==> src/rtl/regfile_wb_arbiter.sv <==
// Write-back arbiter in front of the single register-file write port.
// Pipeline results take priority; long-latency results queue in a small FIFO
// and are forced through after STARVE_LIMIT consecutive losses. A busy
// scoreboard tracks registers with outstanding long-latency writes.
// Optional feature macro: REGFILE_WB_BYPASS_EN (direct write of an lu result
// when the FIFO is empty and the pipeline is not using the port).
module regfile_wb_arbiter #(
    parameter int unsigned DATA_W       = 32,
    parameter int unsigned ADDR_W       = 5,
    parameter int unsigned FIFO_DEPTH   = 4,
    parameter int unsigned STARVE_LIMIT = 8
) (
    input  logic                     clk,
    input  logic                     reset_n,
    input  logic                     pipe_wb_valid,
    output logic                     pipe_wb_ready,
    input  logic [ADDR_W-1:0]        pipe_wb_addr,
    input  logic [DATA_W-1:0]        pipe_wb_data,
    input  logic                     lu_valid,
    output logic                     lu_ready,
    input  logic [ADDR_W-1:0]        lu_addr,
    input  logic [DATA_W-1:0]        lu_data,
    input  logic                     rsv_valid,
    input  logic [ADDR_W-1:0]        rsv_addr,
    output logic [(1<<ADDR_W)-1:0]   busy,
    output logic                     reg_wr_en,
    output logic [ADDR_W-1:0]        write_address,
    output logic [DATA_W-1:0]        write_data
);

    localparam int unsigned NREG  = 1 << ADDR_W;
    localparam int unsigned PTR_W = (FIFO_DEPTH > 1) ? $clog2(FIFO_DEPTH) : 1;
    localparam int unsigned CNT_W = $clog2(FIFO_DEPTH + 1);
    localparam int unsigned STV_W = $clog2(STARVE_LIMIT + 1);

    localparam logic [CNT_W-1:0] CNT_FULL = CNT_W'(FIFO_DEPTH);
    localparam logic [STV_W-1:0] STV_MAX  = STV_W'(STARVE_LIMIT);

    logic [ADDR_W-1:0] fifo_addr_q [FIFO_DEPTH];
    logic [ADDR_W-1:0] fifo_addr_d [FIFO_DEPTH];
    logic [DATA_W-1:0] fifo_data_q [FIFO_DEPTH];
    logic [DATA_W-1:0] fifo_data_d [FIFO_DEPTH];

    logic [PTR_W-1:0]  wr_ptr_q, wr_ptr_d;
    logic [PTR_W-1:0]  rd_ptr_q, rd_ptr_d;
    logic [CNT_W-1:0]  count_q, count_d;
    logic [STV_W-1:0]  starve_q, starve_d;
    logic [NREG-1:0]   busy_q, busy_d;
    logic              wr_en_q, wr_en_d;
    logic [ADDR_W-1:0] waddr_q, waddr_d;
    logic [DATA_W-1:0] wdata_q, wdata_d;

    logic fifo_empty;
    logic force_fifo;
    logic pipe_acc;
    logic fifo_win;
    logic lu_acc;
    logic push;
    logic bypass;

    // Grant and handshake decode from current state.
    assign fifo_empty    = (count_q == '0);
    assign lu_ready      = (count_q != CNT_FULL);
    assign force_fifo    = (starve_q == STV_MAX) && !fifo_empty;
    assign pipe_wb_ready = !force_fifo;
    assign pipe_acc      = pipe_wb_valid && pipe_wb_ready;
    assign fifo_win      = !fifo_empty && !pipe_acc;
    assign lu_acc        = lu_valid && lu_ready;

`ifdef REGFILE_WB_BYPASS_EN
    assign bypass = fifo_empty && !pipe_acc && lu_acc && (lu_addr != '0);
`else
    assign bypass = 1'b0;
`endif

    // x0 results are accepted but never stored.
    assign push = lu_acc && (lu_addr != '0) && !bypass;

    // FIFO storage, pointers and occupancy.
    always_comb begin
        fifo_addr_d = fifo_addr_q;
        fifo_data_d = fifo_data_q;
        wr_ptr_d    = wr_ptr_q;
        rd_ptr_d    = rd_ptr_q;
        count_d     = count_q;
        if (push) begin
            fifo_addr_d[wr_ptr_q] = lu_addr;
            fifo_data_d[wr_ptr_q] = lu_data;
            wr_ptr_d              = wr_ptr_q + 1'b1;
        end
        if (fifo_win) begin
            rd_ptr_d = rd_ptr_q + 1'b1;
        end
        count_d = count_q + CNT_W'(push) - CNT_W'(fifo_win);
    end

    // Starvation counter: counts consecutive pipeline wins over a waiting head.
    always_comb begin
        starve_d = starve_q;
        if (fifo_empty || fifo_win) begin
            starve_d = '0;
        end else if (starve_q != STV_MAX) begin
            starve_d = starve_q + 1'b1;
        end
    end

    // Busy scoreboard: clear on grant, set on reserve (set wins), x0 never busy.
    always_comb begin
        busy_d = busy_q;
        if (fifo_win) begin
            busy_d[fifo_addr_q[rd_ptr_q]] = 1'b0;
        end
        if (bypass) begin
            busy_d[lu_addr] = 1'b0;
        end
        if (rsv_valid && (rsv_addr != '0)) begin
            busy_d[rsv_addr] = 1'b1;
        end
        busy_d[0] = 1'b0;
    end

    // Write-port mux; address/data hold when idle.
    always_comb begin
        wr_en_d = 1'b0;
        waddr_d = waddr_q;
        wdata_d = wdata_q;
        if (pipe_acc) begin
            if (pipe_wb_addr != '0) begin
                wr_en_d = 1'b1;
                waddr_d = pipe_wb_addr;
                wdata_d = pipe_wb_data;
            end
        end else if (fifo_win) begin
            wr_en_d = 1'b1;
            waddr_d = fifo_addr_q[rd_ptr_q];
            wdata_d = fifo_data_q[rd_ptr_q];
        end else if (bypass) begin
            wr_en_d = 1'b1;
            waddr_d = lu_addr;
            wdata_d = lu_data;
        end
    end

    // State registers.
    always_ff @(posedge clk or negedge reset_n) begin
        if (!reset_n) begin
            for (int unsigned i = 0; i < FIFO_DEPTH; i++) begin
                fifo_addr_q[i] <= '0;
                fifo_data_q[i] <= '0;
            end
            wr_ptr_q <= '0;
            rd_ptr_q <= '0;
            count_q  <= '0;
            starve_q <= '0;
            busy_q   <= '0;
            wr_en_q  <= 1'b0;
            waddr_q  <= '0;
            wdata_q  <= '0;
        end else begin
            fifo_addr_q <= fifo_addr_d;
            fifo_data_q <= fifo_data_d;
            wr_ptr_q    <= wr_ptr_d;
            rd_ptr_q    <= rd_ptr_d;
            count_q     <= count_d;
            starve_q    <= starve_d;
            busy_q      <= busy_d;
            wr_en_q     <= wr_en_d;
            waddr_q     <= waddr_d;
            wdata_q     <= wdata_d;
        end
    end

    assign busy          = busy_q;
    assign reg_wr_en     = wr_en_q;
    assign write_address = waddr_q;
    assign write_data    = wdata_q;

endmodule
==> config.mk <==
export PLATFORM = sky130hd
export DESIGN_NAME = regfile_wb_arbiter
export DESIGN_NICKNAME = d
export VERILOG_FILES = /design/src/rtl/regfile_wb_arbiter.sv
export SDC_FILE = /design/constraint.sdc
export NUM_CORES = 1
export LEC_CHECK = 0
export CORE_AREA = 3 3 142 144
export DETAILED_ROUTE_END_ITERATION = 10
export DIE_AREA = 0 0 145 147
export PLACE_DENSITY = 0.85
export SLEW_MARGIN = 20
export SYNTH_ARGS = -nofsm -noshare
export SYNTH_HDL_FRONTEND = slang
export SYNTH_SLANG_ARGS = --single-unit
==> constraint.sdc <==
create_clock -name clk -period 2.85 [get_ports clk]
set_input_delay 0.57 -clock clk [delete_from_list [all_inputs] [get_ports clk]]
set_output_delay 0.57 -clock clk [all_outputs]
set_load 0.005 [all_outputs]
Word-level counts from Yosys, hierarchy flattened --
Cells that the tools add are included.
Storage, ports and cells: register bits after elaboration 228, output and inout bits 72, word-level logic and storage cells 86
Cells by class: add/sub/neg operators 5, magnitude comparators 7, equality and inequality tests 4, muxes and demuxes 29, bitwise logic cells 5, reduce and logical (&&, ||, !) cells 20
Operator list (number):
- $mux W32 | 8
- $bwmux W128 | 1
- $bmux W32 S2 | 1
- $demux W32 S2 | 1
- $and A32 B32 Y32 | 1
- $not A32 Y32 | 1
- $or A32 B32 Y32 | 1
- $mux W5 | 6
- $bwmux W20 | 1
- $reduce_bool A5 Y1 | 3
- $lt A5 B6 Y1 const B | 2
- $bmux W5 S2 | 1
- $demux W1 S5 | 2
- $demux W5 S2 | 1
- $ge A5 B1 Y1 const B | 2
- $logic_and A1 B1 Y1 | 9
- $mux W4 | 2
- $ge A3 B3 Y1 const B | 2
- $not A2 Y3 | 2
- $mux W1 | 5
- $add A2 B1 Y2 const B | 2
- $add A4 B1 Y4 const B | 1
- $eq A4 B4 Y1 const B | 1
- $ne A4 B4 Y1 const B | 1
- 10 further kinds | 13

Depth between registers and ports, before layout --
Gate-level depths: netlist of the first run.
word-level depth 13, gate-level depth with buffers 11, gate-level depth less buffers 11

Worst setup path before layout of the first run --
No wires, ideal clock.
kind input to register, start in lu_addr[0], end reg count_q[2], setup time 80 ps, data arrival time 2500 ps, setup slack 270 ps, stages 10, path through or4_1 -> o211a_1 -> buf_2 -> inv_1 -> ha_1 -> inv_1 -> ha_1 -> fa_1 -> xnor2_1 -> xnor2_1
Between the ends: longest elaborated chain between the ends 4
Ends and longest elaborated chain:
- start: declaration | line 21 | input logic [ADDR_W-1:0] lu_addr,
- $reduce_bool A5 Y1 | line 77 | assign push = lu_acc && (lu_addr != '0) && !bypass;
- $logic_and A1 B1 Y1 | line 77
- $add A3 B1 Y3 | line 94 | count_d = count_q + CNT_W'(push) - CNT_W'(fifo_win);
- $sub A3 B1 Y3 | line 94
- via count_d[2] | line 46 | logic [CNT_W-1:0] count_q, count_d;
- end signal: assignment | line 164 | count_q <= count_d;
- end: declaration | line 46
The timed path passes the listed nets, and every way through them passes these cells. A chain may end at the register's enable or synchronous reset.

Worst setup path after layout of the first run --
start reg starve_q[0], end out pipe_wb_ready
Between the ends: longest elaborated chain between the ends 3
Ends and longest elaborated chain:
- start: declaration | line 47 | logic [STV_W-1:0] starve_q, starve_d;
- start signal: assignment | line 165 | starve_q <= starve_d;
- $eq A4 B4 Y1 | line 64 | assign force_fifo = (starve_q == STV_MAX) && !fifo_empty;
- $logic_and A1 B1 Y1 | line 64
- $logic_not A1 Y1 | line 65 | assign pipe_wb_ready = !force_fifo;
- end: declaration | line 16 | output logic pipe_wb_ready,
Every way passes these cells.

==> results of run 1 <==
metal layers:
layer	vias up	wire length (um)
met5	-	0
met4	0	399
met3	32	1510
met2	245	12400
met1	3364	8750
li1	2863	-
worst max-delay path, stage by stage (launching register included):
cell,delay (ns)
dfrtp_1,0.40
inv_1,0.07
ha_1,0.20
and3b_1,0.23
nand2_1,0.10
clkdlybuf4s50_1,0.50
per-stage QoR:
stage / power, mW / std cells / cell area (sq um)
after floorplan: 9.51 / 683 / 10200
after global placement: 11.5 / 1085 / 12300
after detailed placement: 12.0 / 1085 / 12300
after CTS: 15.0 / 1124 / 13000
after global routing: 15.7 / 1124 / 13000
final: 14.9 / 1124 / 13000
cells in the final DEF, fill, tap and decap left out, types with 9 or more instances in the layout:
cell type	n
dfrtp_1	226
mux2_2	208
clkdlybuf4s50_1	153
mux4_2	37
o21ai_0	32
clkbuf_16	25
nor2_1	15
inv_1	14
mux2_1	14
buf_4	14
buf_12	11
nand3b_1	9
nor3_1	9
cells by family after synthesis:
kind of cell	synth area share, %
AND/OR/NAND/NOR	4.03
buffers and inverters	2.48
adder cells (fa/ha/maj)	1.17
other	0.0366
AO/OA/AOI/OAI	3.46
multiplexers	32.5
XOR/XNOR	0.598
flip-flops	55.7
final timing paths:
| path | end | slack [ns] | cells after the start |
|---|---|---|---|
| setup / recovery | pipe_wb_ready | 0.28 | 5 |
| hold / removal | fifo_data_q[68] | 0.07 | 1 |
| hold reg to reg | fifo_data_q[12] | 0.49 | 1 |
| setup reg to reg | busy[4] | 0.28 | 4 |
| min in group clk | fifo_data_q[12] | 0.49 | 1 |
| max in group asynchronous | fifo_data_q[42] | 1.98 | 2 |
power groups by stage:
stage | clock network, mW | registers [mW] | logic (mW)
3_3_place_gp | 0 | 5.66 | 5.86
4_1_cts | 3.04 | 5.81 | 6.15
3_5_place_dp | 0 | 5.86 | 6.12
2_1_floorplan | 0 | 5.55 | 3.96
5_1_grt | 3.20 | 5.98 | 6.52
6_report | 2.98 | 5.80 | 6.09
sequential cells by signal, summed over array words and instances, names as in the netlist:
name           flops
wr_ptr_q           2
write_data        32
count_q            3
fifo_data_q      128
busy              31
write_address      5
starve_q           4
fifo_addr_q       20
reg_wr_en          1
rd_ptr_q           2
layout make-up:
type | count | area, sq um | share of cell area (%)
Sequential cell | 228 | 5710 | 43.9
Multi-Input combinational cell | 404 | 4300 | 33.1
Timing Repair Buffer | 179 | 1870 | 14.4
Clock buffer | 36 | 707 | 5.44
Tap cell | 260 | 325 | 2.50
Inverter | 14 | 52.6 | 0.404
Clock inverter | 3 | 40.0 | 0.308
==> impl_metrics.ini, run 1 <==
[setup_path]
critPathLaunch = starve_q[0]
startpoint_type = flop
cp-end-kind = output port
cp_data_arrival_time_ns = 2.00
cp.required_ns = 2.28
r2r-start = rd_ptr_q[0]
critPathKind = reg -> out
path_max_fanout = 4

[synthesis]
synthTopCellsByCount = dfrtp_1 (228), mux2_2 (208), mux4_2 (37)
syn_area_sq_um = 10200
seq_area_frac_synth_pct = 55.7
syn-num-nets = 776
ys_types = 42
synthCells = 683
synth_area_leaders = dfrtp_1 (56%), mux2_2 (23%), mux4_2 (8.1%), o21ai_0 (1.6%), mux2_1 (1.5%)
synth_most_common_cell = dfrtp_1
synth_edf_count = 0
ys.flop_type = dfrtp_1
synth.avg_cell_area_sq_um = 15.0
ys_ff_latch = 228
synthArstFlopShare_pct = 100
yosys_warnings = 0
synth_top_area_share_pct = 55.7
synth.largest_area_cell = dfrtp_1

[layout]
drive_above_1_share_pct = 36.7
finalNetCount = 944
fill_cells = 1238
fin_util_pct = 69.1
area_growth_syn_to_layout_pct = 26.9
diodes = 0

[place]
hpwl_mm = 16.3
gp_congestion = 0.795
io_buffers = 154
post-place-ws_ns = -0.215

[clock_network]
cts.path.max_buffers = 3
cts_setup_buffers = 0
cts_hold_buf = 0
clk_latency_ns = 0.51
cts_root_buffer = clkbuf_16
cts_resized = 0
clock-sinks = 228
clk_pin_slew_ns = 0.06
cts_buffers = 24
h-tree-depth = 1
cts_tree = done

[global_route]
grt.busiest_layer = met2
grt_pass1_wl_mm = 37.9
grt_pass1_vias = 7241
grt_remaining_overflow = 0
antenna_found_initial = 0
gr-usage-met3_pct = 4.50
grt_max_degree = 90
grt.met2_usage_pct = 40.0
gr-usage-met1_pct = 26.3
grt_use_total_pct = 21.8

[job]
cap_violations = 0

[floorplan]
row_count = 50
die_h_um = 147
start_util_pct = 54.4
pin_count = 156
dieArea_sq_um = 21300
core_area_sq_um = 18800
die_w_um = 145

[drt]
first_pass_iters = 5
drcViolationCount = 0
wirelength_mm = 23.1
drt_iter0_drc = 307
wl_per_cell_um = 20.5
viasPerCell = 5.79
antenna_left = 0
vias = 6504

[power]
switchingPower_mw = 4.48
peakVddDrop_mv = 0.659
p_leak_nw = 5.40
clock_power_share_pct = 20.0
seqPwrFrac_pct = 39.0
power.density_nw_per_um2 = 1140
sw_frac_of_total_pct = 30.1
cellInternalPower_mw = 10.4
combPwrFrac_pct = 41.0

[timing]
finalSetupViolCount = 0
fmax_mhz = 388
whs_ns = 0.0652
tightest_slew_ns = 0.835
drv_slew = 0
hold_viol = 0
grt_setup_unrepaired = no
finalCritPeriodShare_pct = 90.3
relSlewSlack_pct = 43.9
fin_setup_tns_ns = 0
layout_setup_ws_ns = 0.276
finalClockSkew_ns = 0.0117
fin_crit_ns = 2.57

[worst_hold_path]
worstHoldPathType = in -> async

[status]
status = complete, no violations
Note: power is estimated with default switching activity, not from simulation.
==> run 2, diff against run 1 <==
CAP_MARGIN = 10   (was not set)
clock period = 2.6 ns   (was 2.85 ns; I/O delays follow)
==> run 2 against run 1 <==
  * Global-route usage increased by 0.59 points
  * Utilization grew 1.4 points
  * Final area up 2.0%
  * Clock skew rose by 0.0028 ns
  * Critical endpoint is now count_q[2]
==> impl_metrics.ini, run 2 (synthesis results as in run 1) <==
[layout]
largest_register = fifo_data_q
mostFrequentLayoutCell = dfrtp_1
diodes = 0
multi_input_area_sq_um = 4310
seq_area_sq_um = 5710
drive_above_1_share_pct = 38.5
largest_register_ffs = 128
area_growth_syn_to_layout_pct = 29.5
layout_common_cells = dfrtp_1 (226), mux2_2 (208), clkdlybuf4s50_1 (151), mux4_2 (37), o21ai_0 (32)
layoutNonFillerInstCount = 1139
finalNetCount = 954
fill_cells = 1212

[clock_network]
cts_tree = done
cts_setup_buffers = 0
h-tree-depth = 1
cts.path.max_buffers = 3
cts_root_buffer = clkbuf_16
clk_pin_slew_ns = 0.06
cts_buffers = 24
clk_latency_ns = 0.51
clock-sinks = 228

[floorplan]
core_area_sq_um = 18800
pin_count = 156
die_h_um = 147
die_w_um = 145
row_count = 50
start_util_pct = 54.4
dieArea_sq_um = 21300

[drt]
drt_iter0_drc = 307
wirelength_mm = 24.1
viasPerCell = 5.79
first_pass_iters = 4
wl_per_cell_um = 21.1
vias = 6591
antenna_left = 0
drcViolationCount = 0

[timing]
drv_slew = 0
finalSetupViolCount = 0
relSlewSlack_pct = 50.5
fin_crit_ns = 2.49
finalClockSkew_ns = 0.0145
grt_setup_unrepaired = no
hold_viol = 0
fmax_mhz = 402
tightest_slew_ns = 0.742
finalCritPeriodShare_pct = 95.6
whs_ns = 0.401

[place]
gp_congestion = 0.859
io_buffers = 154
hpwl_mm = 16.6
dpl.cell_count = 1094

[global_route]
grt_pass1_wl_mm = 39.1
grt_pass1_vias = 7383
antenna_found_initial = 0
grt_max_degree = 66
grt_use_total_pct = 22.4
grt_remaining_overflow = 0

[setup_path]
path_max_fanout = 5
startpoint_type = primary input
critPathKind = in -> reg
cp_data_arrival_time_ns = 2.87
ff2ff_path_depth = 11
cp-end-kind = flop
r2r_slack_ns = 0.18
critPathLaunch = lu_addr[0]
cp.required_ns = 2.99
r2r-start = starve_q[0]
r2r_end = count_q[2]

[power]
power.density_nw_per_um2 = 1280
p_leak_nw = 5.54
post-layout-total-power_mw = 17.1
peakVddDrop_mv = 0.709

[worst_hold_path]
worstHoldPathType = in -> reg
whs_endpoint = fifo_addr_q[9]
hold_path_depth = 2
min-delay-start = lu_addr[4]

[status]
status = complete, no violations

[job]
cap_violations = 0
[run 2: layer usage]
metal	GRT usage, %	part of all wire, %
met5	0	0
met2	40.8	53
met4	6.13	2.5
met1	27.5	39
met3	4.19	5.4
[run 2: metrics by stage]
stage / setup slack (ns) / util (%) / cell area (sq um) / setup TNS, ns
after floorplan: 0.0699 / - / 10200 / 0
after global placement: -0.321 / 65.6 / 12400 / -17.59
after detailed placement: -0.395 / 65.6 / 12400 / -22.90
after CTS: 0.0542 / 70.4 / 13300 / 0
after global routing: 0.0183 / 70.5 / 13300 / 0
final: 0.114 / 70.5 / 13300 / 0
[run 2: power breakdown]
group / leakage, nW / switching, mW / internal [mW]
registers: 2.71 / 1.03 / 5.35
clock network: 0.431 / 1.40 / 2.37
logic: 2.39 / 2.69 / 4.21
total: 5.54 / 5.12 / 11.9
[run 2: worst max-delay path, stage by stage]
cell and delay, ns:
clkdlybuf4s50_1 0.46, or4_1 0.55, o211a_1 0.24, inv_1 0.07, ha_1 0.15, inv_1 0.04
ha_1 0.19, fa_2 0.36, xnor2_2 0.15, xnor2_1 0.13
[run 2: timing repair]
| item | 4_1_cts | 5_1_grt |
|---|---|---|
| hold buffers | 1 | 0 |
| setup endpoints to repair | 0 | 2 |
| endpoints found under the hold margin | 53 | 0 |
| resized for setup | 0 | 5 |
[run 2: how the worst max path moves through the flow]
stage                       endpoint  slack (ns)
after CTS                 count_q[2]        0.05
after global placement    count_q[2]       -0.32
after global routing      count_q[2]        0.02
final                     count_q[2]        0.11
after detailed placement  count_q[2]       -0.40
after floorplan           count_q[2]        0.07
[run 2: layout make-up]
class / instances / share of cell area, %
clock inverter: 12 / 1.43
tap: 260 / 2.45
sequential: 228 / 43.0
timing repair buffer: 189 / 15.0
multi-input combinational: 404 / 32.5
inverter: 14 / 0.396
clock buffer: 32 / 5.21
==> run 3, diff against run 2 <==
CORE_AREA = 2 2 141 143   (was 3 3 142 144)
DIE_AREA = 0 0 143 145   (was 0 0 145 147)
SETUP_SLACK_MARGIN = 0.2   (was not set)
SLEW_MARGIN = not set   (was 20)
==> run 3 against run 2 <==
  * The flow now finishes with violations (hold timing)
  * Routed wire length shrank 7.3%
  * Critical endpoint unchanged
  * Via count shrank 2.4%
  * Utilization shrank 1.9 points
  * Clock skew shrank 0.0061 ns
  * Register-to-register slack gained 0.11 ns
  * Critical path depth is the same
  * Sequential cell count is the same
  * Clock-buffer cell count is the same
  * Power shrank 4.1%
  * Setup slack gained 0.17 ns
  * Sequential share of layout area grew 0.34 points
==> impl_metrics.ini, run 3 (synthesis results as in run 1) <==
[layout]
area_growth_syn_to_layout_pct = 28.5
largest_register = fifo_data_q
seq_area_sq_um = 5710
drive_above_1_share_pct = 38.8
fill_cells = 1333
multi_input_area_sq_um = 4320
mostFrequentLayoutCell = dfrtp_1
layout_common_cells = dfrtp_1 (226), mux2_2 (208), clkdlybuf4s50_1 (149), mux4_2 (37), buf_4 (34)
finalNetCount = 963
layoutNonFillerInstCount = 1153
stdcell_area_sq_um = 13200
largest_register_ffs = 128

[timing]
whs_ns = -0.0240
finalClockSkew_ns = 0.00838
fmax_mhz = 432
relSlewSlack_pct = 50.7
finalCritPeriodShare_pct = 89.0
fin_crit_ns = 2.31
fin_setup_tns_ns = 0
grt_setup_unrepaired = no
layout_setup_ws_ns = 0.286
finalSetupViolCount = 0
drv_slew = 0
hold_viol = 8
tightest_slew_ns = 0.739

[worst_hold_path]
worstHoldPathType = in -> async

[clock_network]
cts_buffers = 23
h-tree-depth = 1
cts_root_buffer = clkbuf_16
cts.path.max_buffers = 3
clock-sinks = 228
clk_latency_ns = 0.50
cts_hold_buf = 0
clk_pin_slew_ns = 0.06
cts_tree = done

[power]
power.density_nw_per_um2 = 1240
peakVddDrop_mv = 0.763
sw_frac_of_total_pct = 29.8
cellInternalPower_mw = 11.5
switchingPower_mw = 4.87
clock_power_share_pct = 19.7
seqPwrFrac_pct = 38.8
combPwrFrac_pct = 41.6
post-layout-total-power_mw = 16.3
p_leak_nw = 5.50

[setup_path]
critPathKind = in -> reg
critPathLaunch = lu_addr[3]
startpoint_type = primary input
cp.required_ns = 2.98
path_max_fanout = 2
cp_data_arrival_time_ns = 2.69
r2r-start = starve_q[0]
cp-end-kind = flop

[job]
cap_violations = 0

[place]
io_buffers = 154
dpl.cell_count = 1101
hpwl_mm = 15.3
gp_congestion = 0.827
post-place-ws_ns = -0.327
placedInstanceArea_sq_um = 12300

[floorplan]
start_util_pct = 53.3
dieArea_sq_um = 20700
die_w_um = 143
pin_count = 156
die_h_um = 145
row_count = 51
core_area_sq_um = 19200

[status]
violations = hold timing
status = finished with violations

[global_route]
grt_max_degree = 77
grt_remaining_overflow = 0
antenna_found_initial = 1
grt_use_total_pct = 22.4
grt_pass1_vias = 6932
grt_pass1_wl_mm = 37.1

[drt]
antenna_left = 0
first_pass_iters = 4
drcViolationCount = 0
wl_per_cell_um = 19.3
viasPerCell = 5.58
drt_iter0_drc = 258
vias = 6436
wirelength_mm = 22.3
==> run 3: layer usage <==
layer | wire length (um) | global-route usage, %
met5 | 8 | 0
met4 | 477 | 5.79
met3 | 1330 | 4.19
met2 | 11000 | 37.7
met1 | 9510 | 30.2
==> run 3: metrics by stage <==
step                      hold slack (ns)  utilization (%)
after floorplan                     0.224                -
after CTS                          0.0109             68.3
after global routing               0.0240             68.5
final                             -0.0240             68.5
after detailed placement            0.481             64.3
after global placement              0.472             64.3
==> run 3: area by class of cell <==
| cell class | instances | share of cell area [%] |
|---|---|---|
| inverter | 14 | 0.399 |
| clock inverter | 9 | 0.741 |
| multi-input combinational | 404 | 32.8 |
| tap | 265 | 2.52 |
| sequential | 228 | 43.4 |
| antenna | 2 | 0.0380 |
| clock buffer | 32 | 4.78 |
| timing repair buffer | 199 | 15.4 |
==> run 3: power by group through the flow <==
stage	registers (mW)	logic [mW]	clock network, mW
2_1_floorplan	6.08	4.35	0
3_3_place_gp	6.27	6.49	0
3_5_place_dp	6.40	6.70	0
4_1_cts	6.34	6.78	3.29
5_1_grt	6.56	7.40	3.44
6_report	6.33	6.80	3.21
==> run 3: worst max-delay path, stage by stage <==
cell	delay (ns)
clkdlybuf4s50_1	0.43
or4_1	0.48
o211a_1	0.23
inv_1	0.06
ha_1	0.13
inv_1	0.04
ha_1	0.18
fa_2	0.35
xnor2_2	0.14
xnor2_1	0.12
==> run 3: worst paths after layout <==
path	to	slack, ns	cells after the start
hold / removal	busy[5]	-0.02	1
setup reg to reg	count_q[2]	0.29	11
hold reg to reg	busy[4]	0.49	1
min in group clk	fifo_addr_q[19]	0.43	3
setup / recovery	count_q[2]	0.29	10
max in group asynchronous	write_data[2]	1.85	2
==> run 3: repair_timing <==
| action | in CTS | in global routing |
|---|---|---|
| endpoints found under the setup margin | 3 | 6 |
| pin swaps | 0 | 1 |
| setup buffers | 4 | 5 |
| gates resized for setup | 4 | 4 |
